## config.mk

```make
export PLATFORM = sky130hd
export DESIGN_NAME = multiplier_arbiter
export DESIGN_NICKNAME = d
export VERILOG_FILES = /design/src/rtl/multiplier_arbiter.sv
export SDC_FILE = /design/constraint.sdc
export NUM_CORES = 1
export LEC_CHECK = 0
export BUFFER_PORTS_ARGS = -buffer_cell sky130_fd_sc_hd__buf_2
export CAP_MARGIN = 10
export CORE_MARGIN = 5
export CORE_UTILIZATION = 40
export CTS_BUF_LIST = sky130_fd_sc_hd__clkbuf_4 sky130_fd_sc_hd__clkbuf_8
export CTS_CLUSTER_DIAMETER = 120
export CTS_CLUSTER_SIZE = 10
export DETAILED_ROUTE_END_ITERATION = 16
export PLACE_DENSITY = 0.86
export SYNTH_ARGS = -nofsm -noshare
export SYNTH_HDL_FRONTEND = slang
export SYNTH_SLANG_ARGS = --single-unit
```

## constraint.sdc

```tcl
create_clock -name clk -period 1.8 [get_ports clk]
set_input_delay 0.36 -clock clk [delete_from_list [all_inputs] [get_ports clk]]
set_output_delay 0.36 -clock clk [all_outputs]
set_load 0.02 [all_outputs]
```

## src/rtl/multiplier_arbiter.sv

```systemverilog
// Round-robin arbiter sharing one iterative multiplier between N_REQ requesters.
// Optional abort-on-timeout watchdog enabled by defining MULTIPLIER_ARB_TIMEOUT_EN.
module multiplier_arbiter #(
    parameter int N_REQ   = 4,
    parameter int WIDTH   = 8,
    parameter int TIMEOUT = 64
) (
    input  logic                       clk,
    input  logic                       rst,
    input  logic [N_REQ-1:0]           req_vld,
    input  logic [N_REQ*WIDTH-1:0]     req_a,
    input  logic [N_REQ*WIDTH-1:0]     req_b,
    output logic [N_REQ-1:0]           req_rdy,
    output logic                       rsp_vld,
    output logic [$clog2(N_REQ)-1:0]   rsp_id,
    output logic [2*WIDTH-1:0]         rsp_res,
    output logic [WIDTH-1:0]           mul_in_a,
    output logic [WIDTH-1:0]           mul_in_b,
    output logic                       mul_in_vld,
    input  logic [2*WIDTH-1:0]         mul_res,
    input  logic                       mul_res_rdy,
    output logic                       busy,
    output logic                       err,
    output logic [$clog2(N_REQ)-1:0]   err_id
);

    localparam int ID_W = $clog2(N_REQ);

    if (N_REQ < 2 || N_REQ > 16 || WIDTH < 1 || TIMEOUT < 1) begin : g_param_check
        $error("multiplier_arbiter: parameter out of range");
    end

    typedef enum logic [2:0] {
        ST_IDLE  = 3'd0,
        ST_ISSUE = 3'd1,
        ST_BUSY  = 3'd2,
        ST_DONE  = 3'd3,
        ST_RESP  = 3'd4
    } state_t;

    state_t             state_r;
    state_t             state_next_s;
    logic [ID_W-1:0]    ptr_r;
    logic [ID_W-1:0]    id_r;
    logic [ID_W-1:0]    id_inc_s;
    logic [ID_W-1:0]    grant_id_s;
    logic               grant_found_s;
    logic               xfer_s;
    logic               complete_s;
    logic               timeout_hit_s;
    logic [WIDTH-1:0]   op_a_r;
    logic [WIDTH-1:0]   op_b_r;
    logic               mul_in_vld_r;
    logic               rsp_vld_r;
    logic [ID_W-1:0]    rsp_id_r;
    logic [2*WIDTH-1:0] rsp_res_r;
    logic               busy_r;
    logic               err_r;
    logic [ID_W-1:0]    err_id_r;

    // Round-robin search: first active requester at or above ptr, wrapping.
    always_comb begin
        logic [ID_W-1:0] idx_v;
        idx_v         = {ID_W{1'b0}};
        grant_found_s = 1'b0;
        grant_id_s    = {ID_W{1'b0}};
        for (int k = 0; k < N_REQ; k++) begin
            idx_v = ID_W'((int'(ptr_r) + k) % N_REQ);
            if (!grant_found_s && req_vld[idx_v]) begin
                grant_found_s = 1'b1;
                grant_id_s    = idx_v;
            end else begin
                grant_found_s = grant_found_s;
            end
        end
    end

    // Grant, completion and pointer-advance decodes.
    always_comb begin
        xfer_s     = (state_r == ST_IDLE) && mul_res_rdy && grant_found_s;
        complete_s = (state_r == ST_DONE) && mul_res_rdy;
        req_rdy    = {N_REQ{1'b0}};
        if (xfer_s) begin
            req_rdy[grant_id_s] = 1'b1;
        end else begin
            req_rdy = {N_REQ{1'b0}};
        end
        if (id_r == ID_W'(N_REQ - 1)) begin
            id_inc_s = {ID_W{1'b0}};
        end else begin
            id_inc_s = id_r + ID_W'(1);
        end
    end

`ifdef MULTIPLIER_ARB_TIMEOUT_EN
    localparam int CNT_W = $clog2(TIMEOUT + 1);

    logic [CNT_W-1:0] cnt_r;

    // Watchdog counter: cleared on issue, counts every cycle spent waiting on the multiplier.
    always_ff @(posedge clk or negedge rst) begin
        if (!rst) begin
            cnt_r <= {CNT_W{1'b0}};
        end else if (state_r == ST_ISSUE) begin
            cnt_r <= {CNT_W{1'b0}};
        end else if ((state_r == ST_BUSY) || (state_r == ST_DONE)) begin
            cnt_r <= cnt_r + CNT_W'(1);
        end else begin
            cnt_r <= cnt_r;
        end
    end

    // A normal completion in the final allowed cycle wins over the abort.
    assign timeout_hit_s = ((state_r == ST_BUSY) || (state_r == ST_DONE)) && !complete_s
                           && (cnt_r == CNT_W'(TIMEOUT - 1));
`else
    assign timeout_hit_s = 1'b0;
`endif

    // Next-state logic.
    always_comb begin
        state_next_s = state_r;
        case (state_r)
            ST_IDLE: begin
                if (xfer_s) begin
                    state_next_s = ST_ISSUE;
                end else begin
                    state_next_s = ST_IDLE;
                end
            end
            ST_ISSUE: begin
                state_next_s = ST_BUSY;
            end
            ST_BUSY: begin
                if (timeout_hit_s) begin
                    state_next_s = ST_IDLE;
                end else if (!mul_res_rdy) begin
                    state_next_s = ST_DONE;
                end else begin
                    state_next_s = ST_BUSY;
                end
            end
            ST_DONE: begin
                if (complete_s) begin
                    state_next_s = ST_RESP;
                end else if (timeout_hit_s) begin
                    state_next_s = ST_IDLE;
                end else begin
                    state_next_s = ST_DONE;
                end
            end
            ST_RESP: begin
                state_next_s = ST_IDLE;
            end
            default: begin
                state_next_s = ST_IDLE;
            end
        endcase
    end

    // State register.
    always_ff @(posedge clk or negedge rst) begin
        if (!rst) begin
            state_r <= ST_IDLE;
        end else begin
            state_r <= state_next_s;
        end
    end

    // Operand/id latches and the rotation pointer.
    always_ff @(posedge clk or negedge rst) begin
        if (!rst) begin
            ptr_r  <= {ID_W{1'b0}};
            id_r   <= {ID_W{1'b0}};
            op_a_r <= {WIDTH{1'b0}};
            op_b_r <= {WIDTH{1'b0}};
        end else begin
            if (xfer_s) begin
                id_r   <= grant_id_s;
                op_a_r <= req_a[grant_id_s*WIDTH +: WIDTH];
                op_b_r <= req_b[grant_id_s*WIDTH +: WIDTH];
            end else begin
                id_r   <= id_r;
                op_a_r <= op_a_r;
                op_b_r <= op_b_r;
            end
            if ((state_r == ST_RESP) || timeout_hit_s) begin
                ptr_r <= id_inc_s;
            end else begin
                ptr_r <= ptr_r;
            end
        end
    end

    // Registered outputs towards the multiplier and the requesters.
    always_ff @(posedge clk or negedge rst) begin
        if (!rst) begin
            mul_in_vld_r <= 1'b0;
            rsp_vld_r    <= 1'b0;
            rsp_id_r     <= {ID_W{1'b0}};
            rsp_res_r    <= {(2*WIDTH){1'b0}};
            busy_r       <= 1'b0;
            err_r        <= 1'b0;
            err_id_r     <= {ID_W{1'b0}};
        end else begin
            mul_in_vld_r <= xfer_s;
            rsp_vld_r    <= complete_s;
            busy_r       <= (state_next_s != ST_IDLE);
            err_r        <= timeout_hit_s;
            if (complete_s) begin
                rsp_id_r  <= id_r;
                rsp_res_r <= mul_res;
            end else begin
                rsp_id_r  <= rsp_id_r;
                rsp_res_r <= rsp_res_r;
            end
            if (timeout_hit_s) begin
                err_id_r <= id_r;
            end else begin
                err_id_r <= err_id_r;
            end
        end
    end

    assign mul_in_a   = op_a_r;
    assign mul_in_b   = op_b_r;
    assign mul_in_vld = mul_in_vld_r;
    assign rsp_vld    = rsp_vld_r;
    assign rsp_id     = rsp_id_r;
    assign rsp_res    = rsp_res_r;
    assign busy       = busy_r;
    assign err        = err_r;
    assign err_id     = err_id_r;

endmodule

```

; After elaboration in Yosys (flattened, before gate mapping)
; Cells that the tools add are included.
[word_totals]
regBits = 44
out_inout_bits = 44
word_cells = 63
[op_classes]
addsub = 4
order_cmp = 6
n_eq_ne = 5
shifts = 2
muxes = 24
n_reduce_logical = 12
[ops]
columns = operator, count
row1 = 32-bit by 6-bit variable part select with 8-bit output, 2
row2 = "2-bit by 3-bit < comparator with 1-bit output, second input constant", 5
row3 = 3-bit case mux with 4 select lines, 1
row4 = 1-bit two-way mux, 11
row5 = 2-bit two-way mux, 5
row6 = 1-bit binary-select mux with 2-bit select, 4
row7 = 1-bit logical AND, 7
row8 = "3-bit by 2-bit == test with 1-bit output, second input constant", 2
row9 = "2-bit by 1-bit adder with 2-bit output, second input constant", 2
row10 = "2-bit adder, second input constant", 2
row11 = 4-bit two-way mux, 1
row12 = "3-bit by 1-bit == test with 1-bit output, second input constant", 1
row13 = "3-bit == test, second input constant", 1
row14 = 1-bit zero test, 3
row15 = 3-bit zero test, 1
row16 = 3-bit two-way mux, 1
row17 = 3-bit nonzero test, 1
row18 = 1-bit demux with 2-bit select, 1
row19 = "2-bit == test, second input constant", 1
row20 = "2-bit by 1-bit greater-or-equal comparator with 1-bit output, second input constant", 1

; Logic depth before layout (Yosys ltp)
; Gate-level depths: netlist (run 1).
[depth]
ltp_word = 17
ltp_mapped = 6

; Least setup slack after synthesis (run 1)
; Ideal clock, no wire load.
[synth_path]
path_kind = flip-flop to output port
from = reg ptr_r[0]
to = out req_rdy[1]
arrival_time_ns = 1.711
required_time_ns = 1.440
setup_slack_ns = -0.271
path_stages_with_launch = 6
path_buffers = 1
cell_sequence = dfrtp_1 > or3b_4 > o221a_2 > a31oi_4 > buf_6 > and2_1
[synth_via]
elab_chain_len = 17
[synth_rtl]
columns = item, line_no
row1 = from (decl), 43  ; logic [ID_W-1:0] ptr_r;
row2 = from (signal assigned), 173  ; ptr_r <= {ID_W{1'b0}};
row3 = from (signal assigned), 188  ; ptr_r <= id_inc_s;
row4 = from (signal assigned), 190  ; ptr_r <= ptr_r;
row5 = "parallel branches: the longest is 16 deep, another holds 2-bit by 3-bit < comparator with 1-bit output", n/a
row6 = 4-bit two-way mux *, 83  ; if (xfer_s) begin
row7 = to (decl), 13  ; output logic [N_REQ-1:0] req_rdy,
; Mark *: on every way between the ends. The select of a mux whose other input is x is not followed.

; Final worst setup path (run 1)
[layout_path]
from = reg ptr_r[1]
to = out req_rdy[0]
; The elaborated chain is that of the path after synthesis.

==> results of run 1 <==
## flip-flops by register name, indices dropped and copies added (netlist names)
| register | flops |
|---|---|
| mul_in_b | 8 |
| state_r | 2 |
| mul_in_a | 8 |
| busy | 1 |
| rsp_res | 16 |
| rsp_id | 2 |
| ptr_r | 2 |
| id_r | 2 |
| mul_in_vld | 1 |
| rsp_vld | 1 |
## cell families after synthesis
logic type	after synthesis
flops	43
simple gates	162
buf+inv	18
mux	4
other cells	1
compound gates	30
fa+ha+maj	1
## worst paths after layout
kind,slack [ps],endpoint,start
setup reg to reg,-230,mul_in_b[3]$_DFFE_PN0P_,ptr_r[0]$_DFFE_PN0N_
hold / removal,40,rsp_res[14]$_DFFE_PN0P_,rst
min in group clk,250,rsp_res[11]$_DFFE_PN0P_,mul_res[11]
hold reg to reg,470,rsp_res[7]$_DFFE_PN0P_,rsp_res[7]$_DFFE_PN0P_
max in group asynchronous,1160,id_r[1]$_DFFE_PN0P_,rst
setup / recovery,-370,req_rdy[0],ptr_r[1]$_DFFE_PN0N_
## final cells by class
class | instances | share of cell area [%]
tap | 72 | 2.51
timing repair buffer | 161 | 27.1
inverter | 4 | 0.419
multi-input combinational | 200 | 36.7
clock buffer | 6 | 2.13
clock inverter | 2 | 1.05
sequential | 43 | 30.1
## critical path: cells and delay by family, from the launching register on
family | cells | cell delay, ps
AO/OA/AOI/OAI | 2 | 350
buffers and inverters | 1 | 110
AND/OR/NAND/NOR | 2 | 620
flip-flops | 1 | 440
## placed cells by master, fill, tap and decap left out, types with 2 or more instances in the layout
master / netlist / final
clkbuf_8: 0 / 5
buf_4: 4 / 26
nand2_4: 0 / 2
dfrtp_1: 43 / 42
and3_4: 5 / 13
nand2_2: 0 / 3
mux2i_4: 0 / 2
a21oi_1: 2 / 2
buf_2: 5 / 123
o221a_2: 3 / 2
conb_1: 1 / 3
o2bb2ai_2: 0 / 2
nand2_1: 118 / 113
buf_6: 4 / 9
inv_1: 2 / 2
a31oi_1: 2 / 2
nor2_1: 15 / 14
a311oi_2: 11 / 14
buf_12: 0 / 3
and3_1: 8 / 2
and2_4: 0 / 2
## where the power goes
| group | internal, mW | switching [mW] |
|---|---|---|
| combinational | 1.29 | 1.70 |
| sequential | 1.41 | 0.274 |
| clock | 0.429 | 0.329 |
| total | 3.14 | 2.30 |
## timing repair
item | CTS | global route
pin swaps | 13 | 11
endpoints found under the hold margin | 0 | 0
gates cloned | 2 | 0
endpoints found under the setup margin | 19 | 20
resized for setup | 31 | 19
buffers inserted | 9 | 8
## layer usage
layer,track usage (%),part of all wire [%],up-vias
met5,0,0,-
met4,5.52,1.5,0
met3,4.18,6.0,8
met2,38.3,55,83
met1,24.3,37,1173
li1,-,-,1179
==> summary.md, run 1 <==
| Metric | Value |
|---|---|
| Die ar. | 7480 sq um |
| Routability cong. | 0.899 |
| Slowest stage delay, CP | 440 ps |
| Worst skew pair latency | 290 ps |
| Max-Cap Viols | 0 |
| Area of the multi-input gates | 1320 sq um |
| DRC | 0 |
| Dominant synthesized flop cell | dfrtp_1 |
| Placed inst area | 3160 sq um |
| Layout filler cell count | 468 |
| Netlist cell types | 43 |
| Slew Viols, Final | 0 |
| Failing checks | setup timing |
| DR WL/cell | 16.0 um |
| Top cell type's share of synthesized area | 46.0% |
| CP Launch Type | flop |
| Iteration-0 DRC Markers | 58 |
| Initial Util | 41.7% |
| Fin util | 63.9% |
| Crit path cell chain | or3b_4, o221a_4, a31oi_4, and2b_2, buf_6 |
| Number of port buffers | 127 |
| Worst Hold Slack | 43.0 ps |
| Yosys Warn Count | 0 |
| RSZ-0062 raised after global routing | yes |
| Min Tclk post-route | 2170 ps |
| F_max | 462 MHz |
| Placed Cells | 466 |
| Maximum buffer depth of the clock tree | 2 |
| Syn_area_per_cell | 9.03 sq um |
| Most common cell in the synthesized netlist | nand2_1 |
| Layout Nets | 503 |
| Antenna-violating nets left | 0 |
| LEAKAGE | 1.86 nW |
| DP HPWL | 5650 um |
| GRT Total Usage | 20.8% |
| CTS tree | done |
| Die W | 86.5 um |
| Status | complete, but fails checks |
| FF/Latch Area | 1080 sq um |
| Initial antenna violation count | 0 |
| Vias/cell | 5.01 |
| Pwr Density | 1520 nW/um^2 |
| Reg2reg path depth | 9 |
| Synthesized instance count | 259 |
| Clock Tree Root | clkbuf_8 |
| Area growth syn-to-layout | 53.2% |
| Grt ovf | 0 |
| Synth top area cells | dfrtp_1, nand2_1, a311oi_2, and3_4, nor2_1 |
| Final Setup Violations | 20 |
| Simple-gate share of the synthesized area | 31.8% |
| Asr flop ratio synth | 100% |
| Post-Layout Inst Area | 3580 sq um |
| Fin. Hold Viols | 0 |
| Skew final | 7.54 ps |
| Vias in the first global route | 2491 |
| Worst EP required | 1440 ps |
| Top-level I/O count | 131 |
| Compound-Gate Fraction of Synth Area | 14.4% |
| Xor/xnor share of the synthesized area | 0% |
| Largest family of logic cells by synthesized area | simple AND/OR/NAND/NOR gates |
| Mux share of post-synthesis cell area | 1.98% |
| Maximum vdd drop | 0.000784 V |
| Number of synthesized flops with an enable pin | 0 |
| CTS Buf Count | 5 |
| Max FO, Critical Path | 5 |
| Worst EP arrival | 1810 ps |
| Global-route wire length before repair | 12200 um |
| CORE AREA | 5610 sq um |
| Synthesized cell area | 2340 sq um |
| Final period util | 120% |
| Final WL | 7780 um |
| Post-route setup slack | -366 ps |
| Final TNS setup | -3730 ps |
| Crit. End Element | primary output |
| Die height | 86.5 um |
| CTS Hold Bufs | 0 |
| Worst-path clk slew | 90 ps |
| Relative slew slack | 63.2% |
| Placement Setup Slack | -134 ps |
| Adder-Cell Fraction of Synth Area | 0.535% |
| TritonCTS Sinks | 43 |
| Share of post-route cells with drive strength above 1 | 54.1% |
| Critical path class | flop to primary output |
| Diode count | 0 |
| Pwr Total | 5.44 mW |
| #FFs+latches synth | 43 |
| Worst min-delay path class | input pin to async pin |
| Num rows | 27 |
| Most instantiated cells after synthesis | nand2_1, dfrtp_1, nor2_1, a311oi_2, and3_1 |
| Finished Layout Cells | 488 |
| Critical-path top delay cell | dfrtp_1 |
| Yosys top cell by area | dfrtp_1 |
| Router iterations before antenna repair | 4 |
| Largest net degree at the start of global routing | 26 |
| Via Count | 2443 |
| CTS H-Tree Depth | 2 |
| Register area share after synthesis | 46.0% |
| Worst slew pin tran | 552 ps |
(Power assumes the default switching activity.)
==> run 2, diff against run 1 <==
- CORE_UTILIZATION: 40 -> 46
- PLACE_DENSITY: 0.86 -> 0.93
- clock period: 1.8 -> 2 ns (I/O delays scaled with it)
==> run 2 against run 1 <==
  * The flow still finishes with violations (setup timing)
  * Clock power fell by 13%
  * Design area down 6.5%
  * Clock skew grew 2.1 ps
  * Sequential cell count stayed put
  * Global-route usage up 0.34 points
  * Cell count shrank 3.3%
  * Critical path type unchanged
  * Largest power group unchanged
==> summary.md, run 2 (same netlist as run 1, synthesis figures left out) <==
| Metric | Value |
|---|---|
| Status | complete, but fails checks |
| Failing checks | setup timing |
| Iteration-0 DRC Markers | 120 (+110%) |
| Worst EP arrival | 1760 ps (-50 ps) |
| FF/Latch Area | 1080 sq um (+0.12%) |
| Final TNS setup | -558 ps (+3170 ps) |
| F_max | 464 MHz |
| Placed Cells | 458 (-1.7%) |
| Num rows | 26 (-3.7%) |
| Final Setup Violations | 4 (-80%) |
| Top-level I/O count | 131 (unchanged) |
| Slew Viols, Final | 0 (unchanged) |
| Worst EP required | 1600 ps (+160 ps) |
| Largest net degree at the start of global routing | 34 (+31%) |
| TritonCTS Sinks | 43 (unchanged) |
| Via Count | 2403 (-1.6%) |
| Initial antenna violation count | 0 (unchanged) |
| CTS tree | done |
| Antenna-violating nets left | 0 (unchanged) |
| Die W | 81.3 um (-6.0%) |
| Global-route wire length before repair | 10700 um (-12%) |
| CP Launch Type | flop |
| Critical-path top delay cell | dfrtp_2 |
| Critical path class | flop to primary output |
| Fin. Hold Viols | 0 (unchanged) |
| Initial Util | 46.7% (+5.0 points) |
| Max FO, Critical Path | 6 (+1) |
| DRC | 0 (unchanged) |
| Crit path max-delay family | simple AND/OR/NAND/NOR gates |
| Most common cell after layout, fill and taps aside | buf_2 |
| Layout filler cell count | 436 (-6.8%) |
| Area of the multi-input gates | 1210 sq um (-7.9%) |
| CTS Hold Bufs | 0 (unchanged) |
| Fin util | 66.9% (+3.0 points) |
| Clock Tree Root | clkbuf_8 |
| Die ar. | 6610 sq um (-12%) |
| Crit. End Element | primary output |
| DR WL/cell | 15.2 um (-4.9%) |
| Max reg flops | 16 (unchanged) |
| Routability cong. | 0.849 (-5.6%) |
| GRT Total Usage | 21.1% (+0.34 points) |
| Worst-path clk slew | 80 ps (about the same) |
| Crit path cell chain | or3b_4, o221a_4, a31oi_4, and2_4, buf_6 |
| Grt ovf | 0 (unchanged) |
| LEAKAGE | 1.79 nW (-3.9%) |
| Diode count | 0 (unchanged) |
| Placed inst area | 3100 sq um (-1.9%) |
| Crit path from | ptr_r[0]$_DFFE_PN0N_ |
| Reg-to-Reg Start | ptr_r[0]$_DFFE_PN0N_ |
| Max-Cap Viols | 0 (unchanged) |
| Share of post-route cells with drive strength above 1 | 48.5% (-5.6 points) |
| Pwr Density | 1370 nW/um^2 (-9.8%) |
| CORE AREA | 5010 sq um (-11%) |
| CTS H-Tree Depth | 2 (unchanged) |
| Most frequent cells in the layout | buf_2, nand2_1, dfrtp_1, buf_4, nor2_1 |
| Die height | 81.3 um (-6.0%) |
| Pwr Total | 4.59 mW (-16%) |
| Vias in the first global route | 2375 (-4.7%) |
| Final WL | 7160 um (-8.0%) |
| Worst min-delay path class | input pin to async pin |
| Worst skew pair latency | 290 ps (about the same) |
| Post-route setup slack | -157 ps (+209 ps) |
| Number of port buffers | 127 (unchanged) |
| Skew final | 9.62 ps (+2.08 ps) |
| Relative slew slack | 66.4% (+3.2 points) |
| Slowest stage delay, CP | 450 ps (about the same) |
| Maximum vdd drop | 0.000736 V (-6.1%) |
| Area growth syn-to-layout | 43.3% |
| Final period util | 108% |
| Min Tclk post-route | 2160 ps |
| Vias/cell | 5.09 (+1.7%) |
| Finished Layout Cells | 472 (-3.3%) |
| Maximum buffer depth of the clock tree | 2 (unchanged) |
| Post-Layout Inst Area | 3350 sq um (-6.5%) |
| WP buf/inv | 1 (unchanged) |
| RSZ-0062 raised after global routing | yes |
| Crit Reg-Reg Endpoint | mul_in_a[7]$_DFFE_PN0P_ |
| DP HPWL | 5480 um (-2.9%) |
| Worst slew pin tran | 501 ps (-51.0 ps) |
| Reg2reg path depth | 7 (-2) |
| Setup slack, reg-to-reg | 20 ps (+250 ps) |
| CTS Buf Count | 5 (unchanged) |
| Layout Nets | 490 (-2.6%) |
| Router iterations before antenna repair | 4 (unchanged) |
-- run 2: cell count changes in the layout (fill, tap and decap cells not counted), sizes merged --
cell	change
buf	-14
-- run 2: area by class of cell --
type	count	share of cell area, %
Sequential cell	43	32.2
Tap cell	70	2.61
Timing Repair Buffer	148	25.4
Clock inverter	2	1.12
Clock buffer	5	2.05
Inverter	4	0.448
Multi-Input combinational cell	200	36.1
-- run 2: power by group --
group / switching, mW / total [mW] / internal (mW) / leakage (nW)
clock network: 0.293 / 0.658 / 0.365 / 0.0502
logic: 1.43 / 2.43 / 1.00 / 1.22
registers: 0.232 / 1.50 / 1.27 / 0.515
-- run 2: per-layer routing --
layer,share of wire [%],track usage [%]
met5,0,0
met4,2.3,9.29
met3,5.1,3.77
met2,55,39.0
met1,37,23.3
-- run 2: worst max path at each step --
stage / end / slack [ps] / cells past startpoint
final: req_rdy[1] / -160 / 5
after global routing: req_rdy[1] / -200 / 5
after CTS: req_rdy[1] / -190 / 5
after detailed placement: req_rdy[1] / -3 / 6
after global placement: req_rdy[1] / 30 / 6
after floorplan: req_rdy[1] / -40 / 5
-- run 2: what timing repair did --
action | in CTS | in global routing
resized for setup | 13 | 7
gates cloned | 0 | 1
setup endpoints to repair | 4 | 13
buffers inserted | 6 | 1
pin swaps | 3 | 2
-- run 2: metrics by stage --
step	hold WS (ps)	setup slack [ps]
after floorplan	104	-44.6
after global placement	382	29.1
after detailed placement	386	-3.06
after CTS	65.9	-189
after global routing	92.9	-202
final	63.6	-157
==> run 3, diff against run 2 <==
- CAP_MARGIN: 10 -> 20
- PLACE_DENSITY: 0.93 -> 0.83
==> run 3 against run 2 <==
  * Via count fell by 1.5%
  * Sequential power barely moved
  * Die area is the same
  * Critical path depth unchanged
  * Hold slack improved by 100 ps
  * Global-route usage shrank 1.6 points
  * Critical endpoint is now req_rdy[0]
  * Power is 2.0% lower
  * Combinational power is 2% lower
  * Sequential share of layout area hardly changed
  * Highest routed layer unchanged
  * Clock power decreased by 10%
  * The run still ends with setup timing left
  * Sequential cell count is the same
  * Largest cell class unchanged
  * Core utilization increased by 0.075 points
  * Largest power group unchanged
==> summary.md, run 3 (same netlist as run 1, synthesis figures left out) <==
| Metric | Value |
|---|---|
| Status | complete, but fails checks |
| Failing checks | setup timing |
| CTS H-Tree Depth | 2 (unchanged) |
| Fin. Hold Viols | 0 (unchanged) |
| Relative slew slack | 63.5% (-2.9 points) |
| Initial Util | 46.7% (unchanged) |
| Finished Layout Cells | 472 (unchanged) |
| Worst EP required | 1600 ps (about the same) |
| RSZ-0062 raised after global routing | yes |
| Placed Cells | 456 (-0.44%) |
| Global-route wire length before repair | 10100 um (-5.8%) |
| DP HPWL | 5040 um (-8.1%) |
| F_max | 451 MHz (-2.7%) |
| CORE AREA | 5010 sq um (unchanged) |
| Area growth syn-to-layout | 43.4% |
| Routability cong. | 0.846 (-0.39%) |
| Number of port buffers | 127 (unchanged) |
| Most common cell after layout, fill and taps aside | buf_2 |
| Layout Nets | 489 (-0.20%) |
| CTS Buf Count | 5 (unchanged) |
| Initial antenna violation count | 0 (unchanged) |
| LEAKAGE | 1.78 nW (-0.33%) |
| Critical path class | flop to primary output |
| Worst skew pair latency | 300 ps (about the same) |
| Iteration-0 DRC Markers | 71 (-41%) |
| Skew final | 8.41 ps (-1.21 ps) |
| Grt ovf | 0 (unchanged) |
| Via Count | 2368 (-1.5%) |
| Post-route setup slack | -218 ps (-60.6 ps) |
| Final Setup Violations | 4 (unchanged) |
| Die height | 81.3 um (unchanged) |
| Slew Viols, Final | 0 (unchanged) |
| Pwr Density | 1340 nW/um^2 (-2.1%) |
| Die ar. | 6610 sq um (unchanged) |
| CP Launch Type | flop |
| Die W | 81.3 um (unchanged) |
| Num rows | 26 (unchanged) |
| Vias in the first global route | 2255 (-5.1%) |
| Worst EP arrival | 1820 ps (+60 ps) |
| Reg-to-Reg Start | ptr_r[0]$_DFFE_PN0N_ |
| Worst min-delay path class | input pin to async pin |
| Min Tclk post-route | 2220 ps (+60.6 ps) |
| Maximum buffer depth of the clock tree | 2 (unchanged) |
| Setup slack, reg-to-reg | 60 ps (+40 ps) |
| Final period util | 111% (+3.0 points) |
| TritonCTS Sinks | 43 (unchanged) |
| DRC | 0 (unchanged) |
| Antenna-violating nets left | 0 (unchanged) |
| Worst-path clk slew | 90 ps (about the same) |
| Max reg flops | 16 (unchanged) |
| Top-level I/O count | 131 (unchanged) |
| Pwr Total | 4.50 mW (-2.0%) |
| Placement Setup Slack | 14.1 ps (+17.2 ps) |
| Crit. End Element | primary output |
| Max FO, Critical Path | 4 (-2) |
| Largest net degree at the start of global routing | 44 (+29%) |
| Fin util | 67.0% (+0.075 points) |
| Max-Cap Viols | 0 (unchanged) |
| Final WL | 6950 um (-2.9%) |
| Worst slew pin tran | 547 ps (+46.5 ps) |
| GRT Total Usage | 19.5% (-1.6 points) |
| Share of post-route cells with drive strength above 1 | 48.8% (+0.25 points) |
| DR WL/cell | 14.7 um (-2.9%) |
| CTS tree | done |
| Clock Tree Root | clkbuf_8 |
| Crit Reg-Reg Endpoint | mul_in_b[6]$_DFFE_PN0P_ |
| Vias/cell | 5.02 (-1.5%) |
| Maximum vdd drop | 0.000551 V (-25%) |
| Layout filler cell count | 449 (+3.0%) |
| Reg2reg path depth | 7 (unchanged) |
| Diode count | 0 (unchanged) |
| Most frequent cells in the layout | buf_2, nand2_1, dfrtp_1, buf_4, nor2_1 |
| Router iterations before antenna repair | 4 (unchanged) |
-- run 3: cell count changes in the layout (fill, tap and decap cells not counted), sizes merged --
| cell | previous run | this run |
|---|---|---|
| clkinv | 1 | 2 |
| clkbuf | 6 | 8 |
| buf | 147 | 145 |
| bufinv | 1 | 0 |
-- run 3: metal layers --
layer | track usage, % | up-vias | wire length [um] | part of all wire [%]
met3 | 4.21 | 17 | 406 | 5.8
met5 | 0 | - | 0 | 0
met2 | 34.8 | 83 | 3680 | 53
li1 | - | 1152 | - | -
met4 | 8.11 | 0 | 185 | 2.7
met1 | 22.4 | 1116 | 2680 | 39
-- run 3: worst max path at each step --
stage	startpoint	endpoint	slack, ps	depth (start not counted)
after floorplan	ptr_r[1]$_DFFE_PN0N_	req_rdy[1]	-40	5
after global placement	req_vld[2]	req_rdy[0]	40	6
after detailed placement	req_vld[2]	req_rdy[1]	10	6
after CTS	ptr_r[1]$_DFFE_PN0N_	req_rdy[1]	-200	5
after global routing	ptr_r[0]$_DFFE_PN0N_	req_rdy[0]	-260	5
final	ptr_r[0]$_DFFE_PN0N_	req_rdy[0]	-220	5
-- run 3: area by class of cell --
class                   count  area (sq um)  share of cell area [%]
inverters                   4          15.0                   0.448
well taps                  70          87.6                    2.61
multi-input cells         200          1200                    35.9
repair buffers            147           870                    25.9
clock inverters             2          16.3                   0.485
flip-flops and latches     43          1080                    32.2
clock buffers               6          82.6                    2.46
-- run 3: critical path: stages, from the launching register on --
cell     delay (ps)
dfrtp_2         440
buf_4           150
mux2_4          280
o221a_2         310
and2b_2         230
buf_6           110
-- run 3: power by group --
group | internal, mW | switching (mW) | total [mW] | leakage, nW
combinational | 0.990 | 1.40 | 2.39 | 1.22
clock | 0.282 | 0.308 | 0.590 | 0.0474
sequential | 1.27 | 0.244 | 1.52 | 0.515
-- run 3: metrics by stage --
stage	TNS, ps	instance area (sq um)	hold WS [ps]
floorplan	-89.1	2360	104
global placement	0	3080	452
detailed placement	0	3080	457
CTS	-707	3210	186
global route	-929	3350	204
finish	-712	3350	164
-- run 3: timing repair --
action / CTS / global route
resized for setup: 9 / 13
gates cloned: 0 / 2
hold buffers: 0 / 0
pin swaps: 0 / 1
setup buffers: 1 / 5
setup endpoints to repair: 4 / 10
